--- src/rtl/spi_master_reader_pkg.sv ---
// Shared SPI reader types: FSM state encoding, default half-period divider and counter widths.
// Imported by the reader top and its half-period tick generator.
package spi_master_reader_pkg;

  localparam int HALF_DIV_DEFAULT = 8;
  localparam int DIV_W            = 8;
  localparam int BIT_W            = 3;
  localparam int BYTE_W           = 4;

  typedef enum logic [2:0] {
    ST_IDLE,
    ST_SETUP,
    ST_SHIFT,
    ST_HOLD,
    ST_GAP
  } state_t;

endpackage

--- src/rtl/spi_master_reader_clk_div.sv ---
// Half-period tick generator: tick fires on the HALF_DIV-th enabled cycle, then the count restarts.
// Zero latency from count to tick; clr has priority and holds the count at zero.
module spi_clk_div
  import spi_master_reader_pkg::*;
#(
  parameter int HALF_DIV = HALF_DIV_DEFAULT
) (
  input  logic clk,
  input  logic rst,
  input  logic en,
  input  logic clr,
  output logic tick
);

  localparam logic [DIV_W-1:0] LAST = DIV_W'(HALF_DIV - 1);

  logic [DIV_W-1:0] cnt;

  assign tick = en && (cnt == LAST);

  always_ff @(posedge clk or posedge rst) begin
    if (rst) begin
      cnt <= '0;
    end else if (clr || tick) begin
      cnt <= '0;
    end else if (en) begin
      cnt <= cnt + 1'b1;
    end
  end

endmodule

--- src/rtl/spi_master_reader.sv ---
// Mode-0 SPI register reader: sends an 8-bit address, then clocks in len data bytes MSB first.
// Start is accepted only in IDLE (no queuing); done and busy-low share the last GAP cycle.
module spi_master_reader
  import spi_master_reader_pkg::*;
#(
  parameter int HALF_DIV = HALF_DIV_DEFAULT
) (
  input  logic        clk,
  input  logic        rst,
  input  logic        start,
  input  logic [7:0]  addr,
  input  logic [3:0]  len,
  output logic        busy,
  output logic [7:0]  rdata,
  output logic        rdata_valid,
  output logic        done,
  output logic        spi_sck,
  output logic        spi_mosi,
  input  logic        spi_miso,
  output logic        spi_ss
);

  state_t            state, state_nx;
  logic [7:0]        addr_q, addr_nx;
  logic [BYTE_W-1:0] byte_cnt, byte_nx;
  logic [BIT_W-1:0]  bit_cnt, bit_nx;
  logic              addr_phase, addr_phase_nx;
  logic [7:0]        shreg, shreg_nx;
  logic [7:0]        rdata_q, rdata_nx;
  logic              rv_q, rv_nx;
  logic              sck_q, sck_nx;
  logic              mosi_q, mosi_nx;
  logic              ss_q, ss_nx;
  logic              miso_meta, miso_sync;
  logic              tick;
  logic              last_byte;

  spi_clk_div #(.HALF_DIV(HALF_DIV)) u_clk_div (
    .clk  (clk),
    .rst  (rst),
    .en   (state != ST_IDLE),
    .clr  (state == ST_IDLE),
    .tick (tick)
  );

  // The address byte ends the transfer when len is zero; otherwise the final data byte does.
  assign last_byte = addr_phase ? (byte_cnt == '0) : (byte_cnt == BYTE_W'(1));

  always_comb begin
    state_nx      = state;
    addr_nx       = addr_q;
    byte_nx       = byte_cnt;
    bit_nx        = bit_cnt;
    addr_phase_nx = addr_phase;
    shreg_nx      = shreg;
    rdata_nx      = rdata_q;
    rv_nx         = 1'b0;
    sck_nx        = sck_q;
    mosi_nx       = mosi_q;
    ss_nx         = ss_q;
    case (state)
      ST_IDLE: begin
        if (start) begin
          state_nx      = ST_SETUP;
          addr_nx       = addr;
          byte_nx       = len;
          bit_nx        = 3'd7;
          addr_phase_nx = 1'b1;
          ss_nx         = 1'b0;
          mosi_nx       = addr[7];
        end
      end
      ST_SETUP: begin
        if (tick) begin
          state_nx = ST_SHIFT;
          sck_nx   = 1'b1;
        end
      end
      ST_SHIFT: begin
        if (tick && sck_q) begin
          // Falling edge: capture MISO and present the next address bit.
          sck_nx   = 1'b0;
          shreg_nx = {shreg[6:0], miso_sync};
          mosi_nx  = (addr_phase && bit_cnt != '0) ? addr_q[bit_cnt - 3'd1] : 1'b0;
          if (!addr_phase && bit_cnt == '0) begin
            rdata_nx = {shreg[6:0], miso_sync};
            rv_nx    = 1'b1;
          end
        end else if (tick) begin
          bit_nx = bit_cnt - 3'd1;
          sck_nx = 1'b1;
          if (bit_cnt == '0) begin
            addr_phase_nx = 1'b0;
            if (!addr_phase) begin
              byte_nx = byte_cnt - 1'b1;
            end
            if (last_byte) begin
              state_nx = ST_HOLD;
              sck_nx   = 1'b0;
            end
          end
        end
      end
      ST_HOLD: begin
        if (tick) begin
          state_nx = ST_GAP;
          ss_nx    = 1'b1;
        end
      end
      ST_GAP: begin
        if (tick) begin
          state_nx = ST_IDLE;
        end
      end
      default: state_nx = ST_IDLE;
    endcase
  end

  always_ff @(posedge clk or posedge rst) begin
    if (rst) begin
      state      <= ST_IDLE;
      addr_q     <= '0;
      byte_cnt   <= '0;
      bit_cnt    <= '0;
      addr_phase <= 1'b0;
      shreg      <= '0;
      rdata_q    <= '0;
      rv_q       <= 1'b0;
      sck_q      <= 1'b0;
      mosi_q     <= 1'b0;
      ss_q       <= 1'b1;
      miso_meta  <= 1'b0;
      miso_sync  <= 1'b0;
    end else begin
      state      <= state_nx;
      addr_q     <= addr_nx;
      byte_cnt   <= byte_nx;
      bit_cnt    <= bit_nx;
      addr_phase <= addr_phase_nx;
      shreg      <= shreg_nx;
      rdata_q    <= rdata_nx;
      rv_q       <= rv_nx;
      sck_q      <= sck_nx;
      mosi_q     <= mosi_nx;
      ss_q       <= ss_nx;
      miso_meta  <= spi_miso;
      miso_sync  <= miso_meta;
    end
  end

  assign done        = (state == ST_GAP) && tick;
  assign busy        = (state != ST_IDLE) && !done;
  assign rdata       = rdata_q;
  assign rdata_valid = rv_q;
  assign spi_sck     = sck_q;
  assign spi_mosi    = mosi_q;
  assign spi_ss      = ss_q;

endmodule

--- config.mk ---
export PLATFORM = sky130hd
export DESIGN_NAME = spi_master_reader
export DESIGN_NICKNAME = d
export VERILOG_FILES = /design/src/rtl/spi_master_reader_pkg.sv /design/src/rtl/spi_master_reader_clk_div.sv /design/src/rtl/spi_master_reader.sv
export SDC_FILE = /design/constraint.sdc
export NUM_CORES = 1
export LEC_CHECK = 0
export ABC_AREA = 0
export CAP_MARGIN = 20
export CELL_PAD_IN_SITES_DETAIL_PLACEMENT = 2
export CELL_PAD_IN_SITES_GLOBAL_PLACEMENT = 2
export CORE_MARGIN = 4
export CORE_UTILIZATION = 25
export CTS_CLUSTER_DIAMETER = 200
export DETAILED_ROUTE_END_ITERATION = 6
export PLACE_DENSITY_LB_ADDON = 0.15
export SYNTH_ARGS = -nofsm -noshare
export SYNTH_HDL_FRONTEND = slang
export SYNTH_HIERARCHICAL = 1
export SYNTH_SLANG_ARGS = --single-unit
--- constraint.sdc ---
create_clock -name clk -period 3.7 [get_ports clk]
set_clock_uncertainty 0.15 [all_clocks]
set_input_delay 0.925 -clock clk [delete_from_list [all_inputs] [get_ports clk]]
set_output_delay 0.925 -clock clk [all_outputs]
set_load 0.03 [all_outputs]
==> out/results.txt, run 1 <==
status - complete, no violations
overflow left after global routing - 0
post-CTS clock slew at the launch and capture registers of the worst setup and hold paths - 90 ps
final worst slack - 242 ps
number of global-route vias before repair - 1890
most frequent cells after synthesis - sky130_fd_sc_hd__dfrtp_1, sky130_fd_sc_hd__nand2_1, sky130_fd_sc_hd__mux2_2, sky130_fd_sc_hd__inv_1, sky130_fd_sc_hd__o21ai_0
number of instances on the worst hold path - 0
maximum number of pins on one net before global-route repair - 41
routed wire length - 5460 µm
Hold Violations, Final - 0
share of final-layout standard cells stronger than drive strength 1 - 17.9%
CTS root buf - sky130_fd_sc_hd__clkbuf_8
CP arrival - 2380 ps
cell area after placement - 2740 µm²
antenna diode count - 0
Core Box Area - 8850 µm²
Top delay family on crit path - simple AND/OR/NAND/NOR gates
startpoint type of the worst setup path - flip-flop
main area contributors after synthesis - sky130_fd_sc_hd__dfrtp_1, sky130_fd_sc_hd__mux2_2, sky130_fd_sc_hd__nand2_1
fmax - 289 MHz
std cell rows - 34
Initial DRC Count - 40
setup tns final - 0 ps
Slew Limit Headroom - 42.9%
post-route antenna net violation count - 0
detailed-router iteration count before antenna repair - 4
number of max-cap violations - 0
cell with the largest stage delay on the worst path - sky130_fd_sc_hd__clkdlybuf4s50_1
initial antenna violation count - 0
R2R depth - 7
count of final max-slew check failures - 0
Syn Inst Count - 215
Power, Total - 907 µW
global-route wire length before repair - 9530 µm
Synth Net Count - 236
Clock Tree Buf Depth - 2
number of enable-type register cells in the synthesized netlist - 0
critical path fanouts, max - 6
most used standard cell by instance count after synthesis - sky130_fd_sc_hd__dfrtp_1
average cell area after synthesis - 10.7 µm²
share of the synthesized area in the top cell type - 51.0%
endpoint required time on the critical path - 2620 ps
TritonCTS clock tree - built
critical path endpoint category - output pin
Routed WL per cell - 15.2 µm
CP Cell Sequence - or4b_4 > nor3_1 > and3_1 > clkdlybuf4s50_1
Top FF cell, synth - sky130_fd_sc_hd__dfrtp_1
die span in y - 104 µm
delay contributed by the slowest stage of the critical path - 670 ps
Clock Latency Late Sink - 300 ps
final RePlAce weighted congestion - 0.712
endpoint of the most critical register-to-register path - byte_cnt[1]
Post-Synthesis Cell Area - 2310 µm²
distinct cell type count after synthesis - 46
vias post-DR - 1692
library cell occupying the most area in the post-synthesis netlist - sky130_fd_sc_hd__dfrtp_1
count of H-tree levels built during CTS - 2
total routing usage reported by global routing - 10.8%
number of primary I/O pins - 30
Port Buffer Count - 29
number of DRC violations after detailed routing - 0
power per unit of standard cell area - 320 nW/µm²
number of setup violations in the final report - 0
width of the chip - 104 µm
number of clock buffers inserted by TritonCTS - 5
routed via count divided by cell count - 4.70
die area - 10800 µm²
number of register bits inferred by synthesis - 48
async set-or-reset flop fraction in the synthesized netlist - 100%
initial standard-cell utilization of the core - 26.1%
DP HPWL - 4030 µm
reg-to-reg startpoint - u_clk_div/cnt[3]
Critical path buffers and inverters - 1
clock period minus final worst setup slack - 3460 ps
Setup CP Type - reg2out
total number of yosys warnings - 6
setup slack at placement - 491 ps
Tcrit/Tclk final - 93.5%
endpoint of the worst hold-timing path - miso_sync
RSZ-0062 raised after global routing - no
Non-Filler Cell Area, Final - 2840 µm²
Area growth syn-to-layout - 22.9%
Min Hold Slack - 214 ps
largest vdd supply drop - 0.110 mV
worst min path class - reg2reg
sequential element share of the synthesized area - 52.1%
worst setup slack for register-to-register paths - 850 ps
Sinks on Clock Net - 48
transition at the pin with the smallest max-transition slack - 854 ps
static leakage power - 1.29 nW
fin nets - 272
start point of the worst hold path - miso_meta
number of buffers inserted by post-CTS setup repair - 0
worst max-delay path by stage:
stage | startpoint | to | cells after the start
finish | u_clk_div/cnt[3] | done | 4
global route | state[1] | done | 6
CTS | state[1] | done | 6
global placement | state[1] | done | 6
detailed placement | state[1] | done | 6
floorplan | state[0] | busy | 8
placed cells by master (no fill, tap or decap), types with 3 or more instances in the layout:
cell type	netlist	final
sky130_fd_sc_hd__clkdlybuf4s50_1	0	28
sky130_fd_sc_hd__xor2_1	3	3
sky130_fd_sc_hd__inv_1	12	12
sky130_fd_sc_hd__a21o_1	3	3
sky130_fd_sc_hd__nand2_1	33	33
sky130_fd_sc_hd__ha_1	5	5
sky130_fd_sc_hd__nor2_1	9	9
sky130_fd_sc_hd__o21ai_0	11	11
sky130_fd_sc_hd__or3_1	3	3
sky130_fd_sc_hd__a21oi_1	9	9
sky130_fd_sc_hd__nor3_1	4	4
sky130_fd_sc_hd__nand2b_1	5	5
sky130_fd_sc_hd__nand4_1	4	4
sky130_fd_sc_hd__nand3_1	5	5
sky130_fd_sc_hd__mux2_2	16	16
sky130_fd_sc_hd__xnor2_1	3	3
sky130_fd_sc_hd__dfrtp_1	47	46
sky130_fd_sc_hd__clkbuf_8	0	6
sky130_fd_sc_hd__buf_4	1	9
sky130_fd_sc_hd__and3_1	3	3
metrics by stage:
stage | util, % | instances
final | 32.1 | 360
after global routing | 32.1 | 360
after CTS | 32.0 | 360
after detailed placement | 31.0 | 352
after global placement | 31.0 | 352
after floorplan | - | 215
power by group:
group / internal [mW] / total (mW) / switching, mW
Combinational: 0.0220 / 0.0391 / 0.0171
Sequential: 0.532 / 0.538 / 0.00526
Clock: 0.152 / 0.330 / 0.178
Total: 0.707 / 0.907 / 0.200
sequential cells by signal, indices dropped and copies added (netlist names):
register / flops
bit_cnt: 3
byte_cnt: 4
addr_phase: 1
rdata: 8
u_clk_div/cnt: 8
shreg: 7
rdata_valid: 1
miso_meta: 1
spi_ss: 1
addr_q: 8
state: 3
spi_sck: 1
spi_mosi: 1
miso_sync: 1
metal layers:
layer	routed length (µm)	part of all wire, %	GRT usage (%)	vias up
met5	0	0	0	-
met4	35	0.64	2.85	0
met3	189	3.5	2.79	2
met2	2710	50	18.2	18
met1	2530	46	13.9	856
li1	-	-	-	816
worst reg2reg max path: cells and delay by family (launching register included):
family	cells	cell delay, ps
buffers and inverters	1	180
AO/OA/AOI/OAI	3	1110
AND/OR/NAND/NOR	3	840
flip-flops	1	460
repair_timing:
action	4_1_cts	5_1_grt
endpoints found under the setup margin	0	1
hold buffers	0	0
gates resized for setup	0	1
kinds of logic (layout without fill, tap and decap cells):
| family | Yosys count | after routing | share of synthesized area [%] |
|---|---|---|---|
| simple gates | 79 | 79 | 17.5 |
| buf+inv | 20 | 57 | 4.07 |
| mux | 20 | 20 | 10.6 |
| xor+xnor | 6 | 6 | 2.28 |
| fa+ha+maj | 5 | 5 | 2.71 |
| compound gates | 37 | 37 | 10.7 |
| flops | 48 | 48 | 52.1 |
layout make-up:
class | count | area, µm²
Fill cell | 991 | 6010
Sequential cell | 48 | 1200
Multi-Input combinational cell | 147 | 1010
Timing Repair Buffer | 37 | 348
Tap cell | 108 | 135
Clock buffer | 7 | 86.3
Inverter | 12 | 45.0
Clock inverter | 1 | 7.51
No activity file was read; power rests on OpenSTA's default activity.
==> run 2, diff against run 1 <==
--- a/config.mk
+++ b/config.mk
@@ -5,7 +5,7 @@
 export SDC_FILE = /design/constraint.sdc
 export NUM_CORES = 1
 export LEC_CHECK = 0
-export ABC_AREA = 0
+export ABC_AREA = 1
 export CAP_MARGIN = 20
 export CELL_PAD_IN_SITES_DETAIL_PLACEMENT = 2
 export CELL_PAD_IN_SITES_GLOBAL_PLACEMENT = 2
@@ -13,6 +13,7 @@
 export CORE_UTILIZATION = 25
 export CTS_CLUSTER_DIAMETER = 200
 export DETAILED_ROUTE_END_ITERATION = 6
+export MAX_ROUTING_LAYER = met4
 export PLACE_DENSITY_LB_ADDON = 0.15
 export SYNTH_ARGS = -nofsm -noshare
 export SYNTH_HDL_FRONTEND = slang
==> out/results.txt, run 2 <==
status - complete, no violations
Port Buffer Count - 29
transition at the pin with the smallest max-transition slack - 693 ps
CTS root buf - sky130_fd_sc_hd__clkbuf_8
Tcrit/Tclk final - 91.8%
critical path fanouts, max - 5
number of setup violations in the final report - 0
CP arrival - 2320 ps
net load switching power - 874 µW
DP HPWL - 4790 µm
post-CTS clock slew at the launch and capture registers of the worst setup and hold paths - 100 ps
combined flip-flop and latch cell area - 1200 µm²
RSZ-0062 raised after global routing - no
static leakage power - 1.46 nW
TritonCTS clock tree - built
Placed Cells - 465
number of primary I/O pins - 30
Slew Limit Headroom - 53.8%
antenna diode count - 0
routed via count divided by cell count - 4.29
switching part of the total power - 43.1%
number of buffers inserted by post-CTS setup repair - 0
logic gate share of total power - 44.1%
Top FF cell, synth - sky130_fd_sc_hd__dfrtp_1
number of clock buffers inserted by TritonCTS - 5
number of enable-type register cells in the synthesized netlist - 0
Post-Synthesis Cell Area - 2540 µm²
total routing usage reported by global routing - 12.1%
share of final-layout standard cells stronger than drive strength 1 - 14.4%
vias post-DR - 2030
Sinks on Clock Net - 48
count of H-tree levels built during CTS - 2
power per unit of standard cell area - 659 nW/µm²
Initial DRC Count - 43
Setup CP Type - reg2out
largest vdd supply drop - 0.212 mV
sequential element share of the synthesized area - 47.3%
Area growth syn-to-layout - 21.4%
Hold Violations, Final - 0
setup tns final - 0 ps
leading cell types in the layout, fill and taps excluded - sky130_fd_sc_hd__nand2_1, sky130_fd_sc_hd__dfrtp_1, sky130_fd_sc_hd__inv_1
internal cell power - 1.16 mW
area of combinational cells with multiple inputs - 1110 µm²
part of the power in the clock network - 19.9%
overflow left after global routing - 0
number of global-route vias before repair - 2221
clock period minus final worst setup slack - 3400 ps
Clock Latency Late Sink - 300 ps
Routed WL per cell - 13.3 µm
maximum number of pins on one net before global-route repair - 41
fraction of met2 tracks used by global routing - 21.5%
die span in y - 109 µm
final instance count without filler cells - 473
average cell area after synthesis - 8.30 µm²
filler cell count - 1186
fin nets - 360
share of the synthesized area in the top cell type - 46.3%
main area contributors after synthesis - sky130_fd_sc_hd__dfrtp_1, sky130_fd_sc_hd__nand2_1, sky130_fd_sc_hd__inv_1
most heavily used metal layer in global routing - met2
number of DRC violations after detailed routing - 0
std cell rows - 36
cell area after placement - 2970 µm²
met1 Use GR - 14.1%
initial standard-cell utilization of the core - 25.9%
worst setup slack for register-to-register paths - 1350 ps
post-route antenna net violation count - 0
Syn Inst Count - 306
total number of yosys warnings - 6
final RePlAce weighted congestion - 0.726
count of final max-slew check failures - 0
distinct cell type count after synthesis - 27
endpoint required time on the critical path - 2620 ps
Sequential Power Share - 36.0%
CTS resizes - 0
most common cell after layout, fill and taps aside - sky130_fd_sc_hd__nand2_1
cts hold-fix bufs - 0
Core Box Area - 9820 µm²
async set-or-reset flop fraction in the synthesized netlist - 100%
global-route wire length before repair - 10900 µm
routed wire length - 6310 µm
number of max-cap violations - 0
startpoint type of the worst setup path - flip-flop
die area - 11800 µm²
global routing met3 resource utilization - 2.01%
Non-Filler Cell Area, Final - 3080 µm²
Clock Tree Buf Depth - 2
Synth Net Count - 327
worst min path class - reg2reg
initial antenna violation count - 0
number of register bits inferred by synthesis - 48
most frequent cells after synthesis - sky130_fd_sc_hd__nand2_1, sky130_fd_sc_hd__dfrtp_1, sky130_fd_sc_hd__inv_1, sky130_fd_sc_hd__o21ai_0, sky130_fd_sc_hd__nor2_1
width of the chip - 109 µm
library cell occupying the most area in the post-synthesis netlist - sky130_fd_sc_hd__dfrtp_1
detailed-router iteration count before antenna repair - 4
fmax - 294 MHz
critical path endpoint category - output pin
most used standard cell by instance count after synthesis - sky130_fd_sc_hd__nand2_1
run 2: changes by cell type in the layout (fill, tap and decap cells not counted), sizes merged, moves of 3 or more:
cell,before,now
and3,3,0
a21oi,9,5
mux2,16,0
nand3,5,18
a21o,3,0
nand2b,5,0
inv,12,48
o21ai,11,35
nor2,9,33
or3,3,0
nand2,34,91
buf,9,2
run 2: logic make-up (layout without fill, tap and decap cells):
| kind of cell | Yosys count | count (layout) | synth area share [%] |
|---|---|---|---|
| AND/OR/NAND/NOR | 155 | 155 | 30.4 |
| buffers and inverters | 53 | 87 | 8.87 |
| flip-flops | 48 | 48 | 47.3 |
| AO/OA/AOI/OAI | 40 | 40 | 9.21 |
| adder cells (fa/ha/maj) | 5 | 5 | 2.46 |
| XOR/XNOR | 5 | 5 | 1.72 |
run 2: worst paths after layout:
| check | start | end | depth (start not counted) |
|---|---|---|---|
| max | state[2] | done | 9 |
| min | miso_meta | miso_sync | 0 |
| max reg2reg | state[2] | rdata[4] | 12 |
| min reg2reg | miso_meta | miso_sync | 0 |
| max in group asynchronous | rst | spi_ss | 3 |
| min in group asynchronous | rst | u_clk_div/cnt[2] | 2 |
run 2: critical path: stages, from the launching register on:
cell	delay, ps
sky130_fd_sc_hd__dfrtp_1	450
sky130_fd_sc_hd__inv_1	110
sky130_fd_sc_hd__nand2_2	80
sky130_fd_sc_hd__nand2_1	80
sky130_fd_sc_hd__nor2_2	150
sky130_fd_sc_hd__nand2_4	90
sky130_fd_sc_hd__inv_1	130
sky130_fd_sc_hd__inv_1	80
sky130_fd_sc_hd__nor2_1	140
sky130_fd_sc_hd__clkdlybuf4s50_1	690
run 2: layout make-up:
cell class                      instances  area share (%)
Clock buffer                            5            2.23
Tap cell                              133            5.40
Sequential cell                        48            39.0
Timing Repair Buffer                   31            9.90
Clock inverter                          3            1.50
Inverter                               48            5.88
Multi-Input combinational cell        205            36.1
run 2: through the flow:
stage	power [mW]	util, %	worst slack [ps]	hold slack, ps
global route	2.25	31.4	113	241
finish	2.03	31.4	302	230
global placement	1.64	30.2	658	207
detailed placement	1.67	30.2	616	199
CTS	2.09	31.4	260	232
floorplan	1.42	-	650	181
run 2: power by group through the flow:
stage	clock (mW)	sequential, mW	combinational (mW)
floorplan	0	0.734	0.688
global placement	0	0.738	0.902
detailed placement	0	0.745	0.927
CTS	0.425	0.736	0.932
global route	0.450	0.755	1.04
finish	0.404	0.732	0.895
run 2: metal layers:
layer  up-vias  wire length [µm]
li1       1014                 -
met1       987              2820
met2        24              3240
met3         5               190
met4         0                61
met5         -                 0
